[src/rtl/tinker_mem_arbiter.sv]
// rtl/tinker_mem_arbiter.sv - shares one variable-latency memory port between fetch and data requesters
module tinker_mem_arbiter #(
    parameter int MAX_DATA_STREAK = 4
) (
    input  logic        clk,
    input  logic        reset,
    input  logic        if_req,
    input  logic [31:0] if_addr,
    output logic [31:0] if_rdata,
    output logic        if_done,
    input  logic        d_req,
    input  logic        d_we,
    input  logic [31:0] d_addr,
    input  logic [63:0] d_wdata,
    output logic [63:0] d_rdata,
    output logic        d_done,
    output logic        mem_en,
    output logic        mem_we,
    output logic [31:0] mem_addr,
    output logic [63:0] mem_wdata,
    input  logic [63:0] mem_rdata,
    input  logic        mem_rvalid,
    output logic        busy,
    output logic        owner
);

    typedef enum logic [1:0] {
        IDLE,
        ISSUE,
        WAIT,
        DONE
    } state_t;

    localparam logic [3:0] STREAK_LIMIT = 4'(MAX_DATA_STREAK);
    localparam logic [3:0] STREAK_SAT   = 4'd15;

    state_t      state_q, state_d;
    logic [3:0]  streak_q, streak_d;
    logic        owner_q, owner_d;
    logic        mem_en_q, mem_en_d;
    logic        mem_we_q, mem_we_d;
    logic [31:0] mem_addr_q, mem_addr_d;
    logic [63:0] mem_wdata_q, mem_wdata_d;
    logic [31:0] if_rdata_q, if_rdata_d;
    logic [63:0] d_rdata_q, d_rdata_d;
    logic        if_done_q, if_done_d;
    logic        d_done_q, d_done_d;
    logic        busy_q, busy_d;
    logic        grant_data;

    // Next-state logic: arbitration in IDLE, one strobe in ISSUE, completion capture in WAIT.
    always_comb begin
        state_d     = state_q;
        streak_d    = streak_q;
        owner_d     = owner_q;
        mem_en_d    = 1'b0;
        mem_we_d    = mem_we_q;
        mem_addr_d  = mem_addr_q;
        mem_wdata_d = mem_wdata_q;
        if_rdata_d  = if_rdata_q;
        d_rdata_d   = d_rdata_q;
        if_done_d   = 1'b0;
        d_done_d    = 1'b0;
        grant_data  = 1'b0;

        case (state_q)
            IDLE: begin
                if (d_req || if_req) begin
                    // Data wins unless it has starved a waiting fetch for the full streak.
                    grant_data = d_req && !(if_req && (streak_q == STREAK_LIMIT));
                    owner_d    = grant_data;
                    mem_en_d   = 1'b1;
                    state_d    = ISSUE;
                    if (grant_data) begin
                        mem_we_d    = d_we;
                        mem_addr_d  = d_addr;
                        mem_wdata_d = d_wdata;
                        if (if_req) begin
                            streak_d = (streak_q == STREAK_SAT) ? STREAK_SAT : streak_q + 4'd1;
                        end else begin
                            streak_d = 4'd0;
                        end
                    end else begin
                        mem_we_d    = 1'b0;
                        mem_addr_d  = if_addr;
                        mem_wdata_d = 64'd0;
                        streak_d    = 4'd0;
                    end
                end
            end
            ISSUE: begin
                state_d = WAIT;
            end
            WAIT: begin
                if (mem_rvalid) begin
                    state_d = DONE;
                    if (!owner_q) begin
                        if_rdata_d = mem_rdata[31:0];
                        if_done_d  = 1'b1;
                    end else begin
                        if (!mem_we_q) begin
                            d_rdata_d = mem_rdata;
                        end
                        d_done_d = 1'b1;
                    end
                end
            end
            DONE: begin
                state_d = IDLE;
            end
            default: begin
                state_d = IDLE;
            end
        endcase

        busy_d = (state_d != IDLE);
    end

    // State and registered outputs; reset abandons any access in flight.
    always_ff @(posedge clk) begin
        if (reset) begin
            state_q     <= IDLE;
            streak_q    <= 4'd0;
            owner_q     <= 1'b0;
            mem_en_q    <= 1'b0;
            mem_we_q    <= 1'b0;
            mem_addr_q  <= 32'd0;
            mem_wdata_q <= 64'd0;
            if_rdata_q  <= 32'd0;
            d_rdata_q   <= 64'd0;
            if_done_q   <= 1'b0;
            d_done_q    <= 1'b0;
            busy_q      <= 1'b0;
        end else begin
            state_q     <= state_d;
            streak_q    <= streak_d;
            owner_q     <= owner_d;
            mem_en_q    <= mem_en_d;
            mem_we_q    <= mem_we_d;
            mem_addr_q  <= mem_addr_d;
            mem_wdata_q <= mem_wdata_d;
            if_rdata_q  <= if_rdata_d;
            d_rdata_q   <= d_rdata_d;
            if_done_q   <= if_done_d;
            d_done_q    <= d_done_d;
            busy_q      <= busy_d;
        end
    end

    assign if_rdata  = if_rdata_q;
    assign if_done   = if_done_q;
    assign d_rdata   = d_rdata_q;
    assign d_done    = d_done_q;
    assign mem_en    = mem_en_q;
    assign mem_we    = mem_we_q;
    assign mem_addr  = mem_addr_q;
    assign mem_wdata = mem_wdata_q;
    assign busy      = busy_q;
    assign owner     = owner_q;

endmodule
[config.mk]
export PLATFORM = sky130hd
export DESIGN_NAME = tinker_mem_arbiter
export DESIGN_NICKNAME = d
export VERILOG_FILES = /design/src/rtl/tinker_mem_arbiter.sv
export SDC_FILE = /design/constraint.sdc
export NUM_CORES = 1
export LEC_CHECK = 0
export ABC_CLOCK_PERIOD_IN_PS = 2800
export BUFFER_PORTS_ARGS = -buffer_cell sky130_fd_sc_hd__buf_4
export CORE_AREA = 2 2 156 158
export DETAILED_ROUTE_END_ITERATION = 10
export DIE_AREA = 0 0 158 160
export GPL_ROUTABILITY_DRIVEN = 0
export SLEW_MARGIN = 20
export SYNTH_ARGS = -nofsm -noshare
export SYNTH_HDL_FRONTEND = slang
export SYNTH_SLANG_ARGS = --single-unit
[constraint.sdc]
create_clock -name clk -period 2.8 [get_ports clk]
set_input_delay 0.56 -clock clk [delete_from_list [all_inputs] [get_ports clk]]
set_output_delay 0.56 -clock clk [all_outputs]
set_load 0.005 [all_outputs]
======== Word-level counts from Yosys, hierarchy flattened ========
Index checks and enable logic that the tools add are counted.
storage, ports and cells
  register bits after elaboration ......... 204
  output and inout bits ................... 198
  word-level logic and storage cells ...... 46
  input bits .............................. 198
cells by class
  muxes and demuxes ....................... 12
  bitwise gates (word level) .............. 5
  reductions and logical operators ........ 11
  equal/unequal tests ..................... 5
  add/sub/neg operators ................... 1
operators with widths
  operator             count
  $mux 64              1
  $mux 32              1
  $mux 4               3
  $pmux 2 s4           1
  $not 1->1            5
  $add 4x1->4 const B  1
  $eq 2x2->1 const B   2
  $eq 4x3->1 const B   1
  $eq 4x4->1 const B   1
  $mux 1               4
  $mux 2               2
  $reduce_and 4->1     1
  $reduce_and 3->1     1
  $reduce_or 3->1      1
  $eq 2x1->1 const B   1
  $logic_and 1x1->1    2
  $logic_not 2->1      1
  $reduce_and 2->1     1
  $reduce_bool 2->1    1
  $reduce_or 2->1      1
  $logic_not 1->1      1
  $logic_or 1x1->1     1

======== Longest topological paths before layout ========
  depth in word-level cells ............... 5
  depth in mapped cells ................... 7
  depth with buffers taken out ............ 5

======== Least setup slack after synthesis ========
No wires, ideal clock.
  path kind ............................... input -> register
  from .................................... input d_req
  to ...................................... register mem_wdata_q[10], in the netlist mem_wdata[10]
  data arrival time ....................... 1.418 ns
  data required time ...................... 2.672 ns
  stages .................................. 6
  buffers on the path ..................... 3
  slack ................................... 1.255 ns
  library setup time ...................... 0.128 ns
  path through ............................ buf_2 > and2_1 > buf_4 > buf_2 > a32oi_1 > nor2_1
between the ends
  word-level cells in the longest chain between the ends .. 2
  elaborated cells between the ends (all ways) .. 4
  classes of those cells .................. mux: 1; reduce/logical: 3
RTL lines
  item                                                          line    text
  from (decl)                                                   11      input logic d_req,
  $logic_and 1x1->1 / $logic_or 1x1->1 (equally long branches)  70, 68
  $mux 64 / $reduce_and 2->1 (equally long branches)            --
  to (signal assigned)                                          141     mem_wdata_q <= mem_wdata_d;
  to (decl)                                                     43      logic [63:0] mem_wdata_q, mem_wdata_d;
Parallel ways exist; a longest one is shown, timed or not.
A chain may end at the register's enable or synchronous reset.

======== Worst setup path after layout ========
  from .................................... register streak_q[0]
  to ...................................... register mem_wdata_q[44], in the netlist mem_wdata[44]
between the ends
  word-level cells in the longest chain between the ends .. 5
RTL lines
  item                    line  text
  from (decl)             38    logic [3:0] streak_q, streak_d;
  from (signal assigned)  136   streak_q <= streak_d;
  $eq 4x3->1              70    grant_data = d_req && !(if_req && (streak_q == STREAK_LIMIT));
  $logic_and 1x1->1       70
  $logic_not 1->1         70
  $logic_and 1x1->1       70
  $mux 64                 74    if (grant_data) begin
No other way between the ends.

==> impl_metrics.ini <==
[status]
outcome = finished, final reports clean

[timing]
period_minus_slack_ns = 1.91
max_freq_mhz = 524
setup_slack_ns = 0.892
relSlewSlack_pct = 46.8
rsz0062_at_grt = false
fin_crit_sh_pct = 68.1
skew_ns = 0.00859
worst_pin_slew_ns = 0.797
fin_tns_setup_ns = 0
hold_viol = 0
report.final.slew_viol_count = 0
setup_viol = 0

[synthesis]
synth_area_per_cell_um2 = 8.75
synth_nets = 1089
synth-adder-area-share_pct = 0.807
ys_ff_latch = 204
synthCells = 886
ys_seq_area_share_pct = 52.7
synth_top_family_by_area = compound AO/OA/AOI/OAI gates
ys.flop_type = dfxtp_1
synthArstFlopShare_pct = 0
synth.distinct_cells = 34
synth.area.mux_share_pct = 0
synth_xor_xnor_area_share_pct = 0
yosysWarningCount = 0
syn_area_mm2 = 0.00776
synthSimpleGateAreaFrac_pct = 18.0
synth-compound-area-share_pct = 23.0
synth_edf_count = 0

[drt]
antenna_left = 0
route.vias.total = 7719
first_pass_iters = 5
routed_via_density = 4.90
drc = 0
initialDrtViolationCount = 429
drt-wirelength-per-cell_um = 17.0
routed_wl_mm = 26.7

[critical_path]
crit_fanout = 46
path_delay_family = simple AND/OR/NAND/NOR gates
critPathArrivalTime_ns = 2.30
rrSetupSlack_ns = 0.89
cpPeakStageDelay_ns = 0.46
slowest_stage = nand4b_4
crit_path_end_kind = flip-flop
crit_buf_inv = 2
cp-start-kind = flip-flop
crit_required_ns = 3.19
path_cells = inv_1 -> ha_1 -> nand4b_4 -> buf_12 -> a32oi_1 -> nor2_1
critical_path_class = flip-flop to flip-flop

[final_layout]
drive_above_1_share_pct = 38.5
area.growth.synth_to_final_pct = 51.6
insertedDiodeCount = 0
fin_util_pct = 49.4
layout.nets = 1440
fill_cells = 2359
fin_area_mm2 = 0.0118

[placed_design]
port_buffers = 395
placedInstanceArea_mm2 = 0.0110
dp_hpwl_mm = 18.4
pre_cts_ws_ns = 0.618

[floorplan]
io_pins = 396
rows = 57
die_y_um = 160
initial_core_util_pct = 32.6
core-area_mm2 = 0.0238
die-area_mm2 = 0.0253
die_w_um = 158

[power_and_ir_drop]
leakage_uw = 0.00493
finalPower_uw = 8110
ir_worst_vdd_v = 0.000592
powerDensity_mw_per_mm2 = 690

[clock_network]
clockRootBuffer = clkbuf_16
post_cts_buffers = 0
htreeDepth = 1
clock-sinks = 204
holdBufCountCts = 0
numCtsBuffers = 24
worstSkewPairLatency_ns = 0.51
cts_max_path_buffers = 3
cts_tree = done
cts.reportedPaths.clkPinSlew_ns = 0.06
post_cts_resized = 0

[global_routing]
track_usage_pct = 20.1
grt_util_met2_pct = 33.7
top_usage_layer = met2
grt_use_met3_pct = 4.97
grt_pass1_vias = 7400
overflow = 0
grt_antenna_before_repair = 0
grt_start_max_net_pins = 71
met1_usage_pct = 24.6
grt_pass1_wl_mm = 40.9

[hold_path]
hold_class = input pin to flip-flop

[job]
maxCapViolations = 0
-- metal layers --
metal	vias up	routed length (µm)	part of all wire [%]
met4	0	1060	4.0
li1	3801	-	-
met3	57	2020	7.6
met1	3581	10600	40
met5	-	0	0
met2	280	13000	49
-- through the flow --
step,hold WS (ns),cells
final,0.298,1575
after global routing,0.284,1575
after CTS,0.272,1575
after detailed placement,0.447,1535
after global placement,0.442,1535
after floorplan,0.453,886
-- registers in the layout, summed over array words and instances (netlist names) --
name / flops
state_q: 2
mem_en: 1
owner: 1
mem_we: 1
mem_wdata: 64
mem_addr: 32
d_done: 1
if_rdata: 32
busy: 1
streak_q: 4
d_rdata: 64
if_done: 1
-- placed cells by master (no fill, tap or decap), types with 2 or more instances in the layout --
cell       instances
nor2_1           103
buf_4            401
ha_1               5
dfxtp_1          204
clkbuf_8           4
nand2_1          194
clkinv_2           3
o21ai_1           30
o211ai_1           2
bufinv_16          2
inv_1              7
a311oi_1           2
a21oi_1          100
nand3_1           34
clkbuf_16         25
a32oi_1           65
buf_12             9
o21ai_0            3
nand3b_1           4
a311oi_2          30
and3_1             2
and4b_2            2
clkbuf_1           5
-- worst min-delay path, stage by stage --
cell,delay (ns)
buf_4,0.11
nand2_1,0.04
a21oi_1,0.05
-- cell type report --
type | instances | area [µm²] | area share [%]
tap | 324 | 405 | 3.45
timing repair buffer | 411 | 3200 | 27.2
clock buffer | 34 | 699 | 5.95
sequential | 204 | 4080 | 34.7
clock inverter | 6 | 83.8 | 0.713
inverter | 7 | 26.3 | 0.223
multi-input combinational | 589 | 3260 | 27.7
-- final timing paths --
kind / from / end / cells after the start
min reg2reg: d_rdata[42]$_SDFFE_PP0P_ / d_rdata[42]$_SDFFE_PP0P_ / 2
min: mem_rdata[46] / d_rdata[46]$_SDFFE_PP0P_ / 3
max reg2reg: streak_q[0]$_SDFFE_PP0P_ / mem_wdata[44]$_SDFFE_PP0P_ / 6
max: streak_q[0]$_SDFFE_PP0P_ / mem_wdata[44]$_SDFFE_PP0P_ / 6
-- cell families after synthesis --
group	after synthesis
AND/OR/NAND/NOR	344
AO/OA/AOI/OAI	240
flip-flops	204
buffers and inverters	93
adder cells (fa/ha/maj)	5
-- synthesized netlist by cell type (all sizes together), types with 4 or more instances --
master  instances  area [µm²]
dfxtp         204        4080
buf            39         234
a21oi         100         500
a32oi          65         569
inv             7        26.3
nand3b          4        30.0
clkbuf         47         176
nor2          103         387
o21ai          34         174
nand2         194         728
ha              5        62.6
nand3          34         170
a311oi         32         468
-- power breakdown --
part	internal [µW]	switching, µW
Combinational	842	841
Sequential	3170	143
Clock	1910	1200
(Power assumes the default switching activity.)
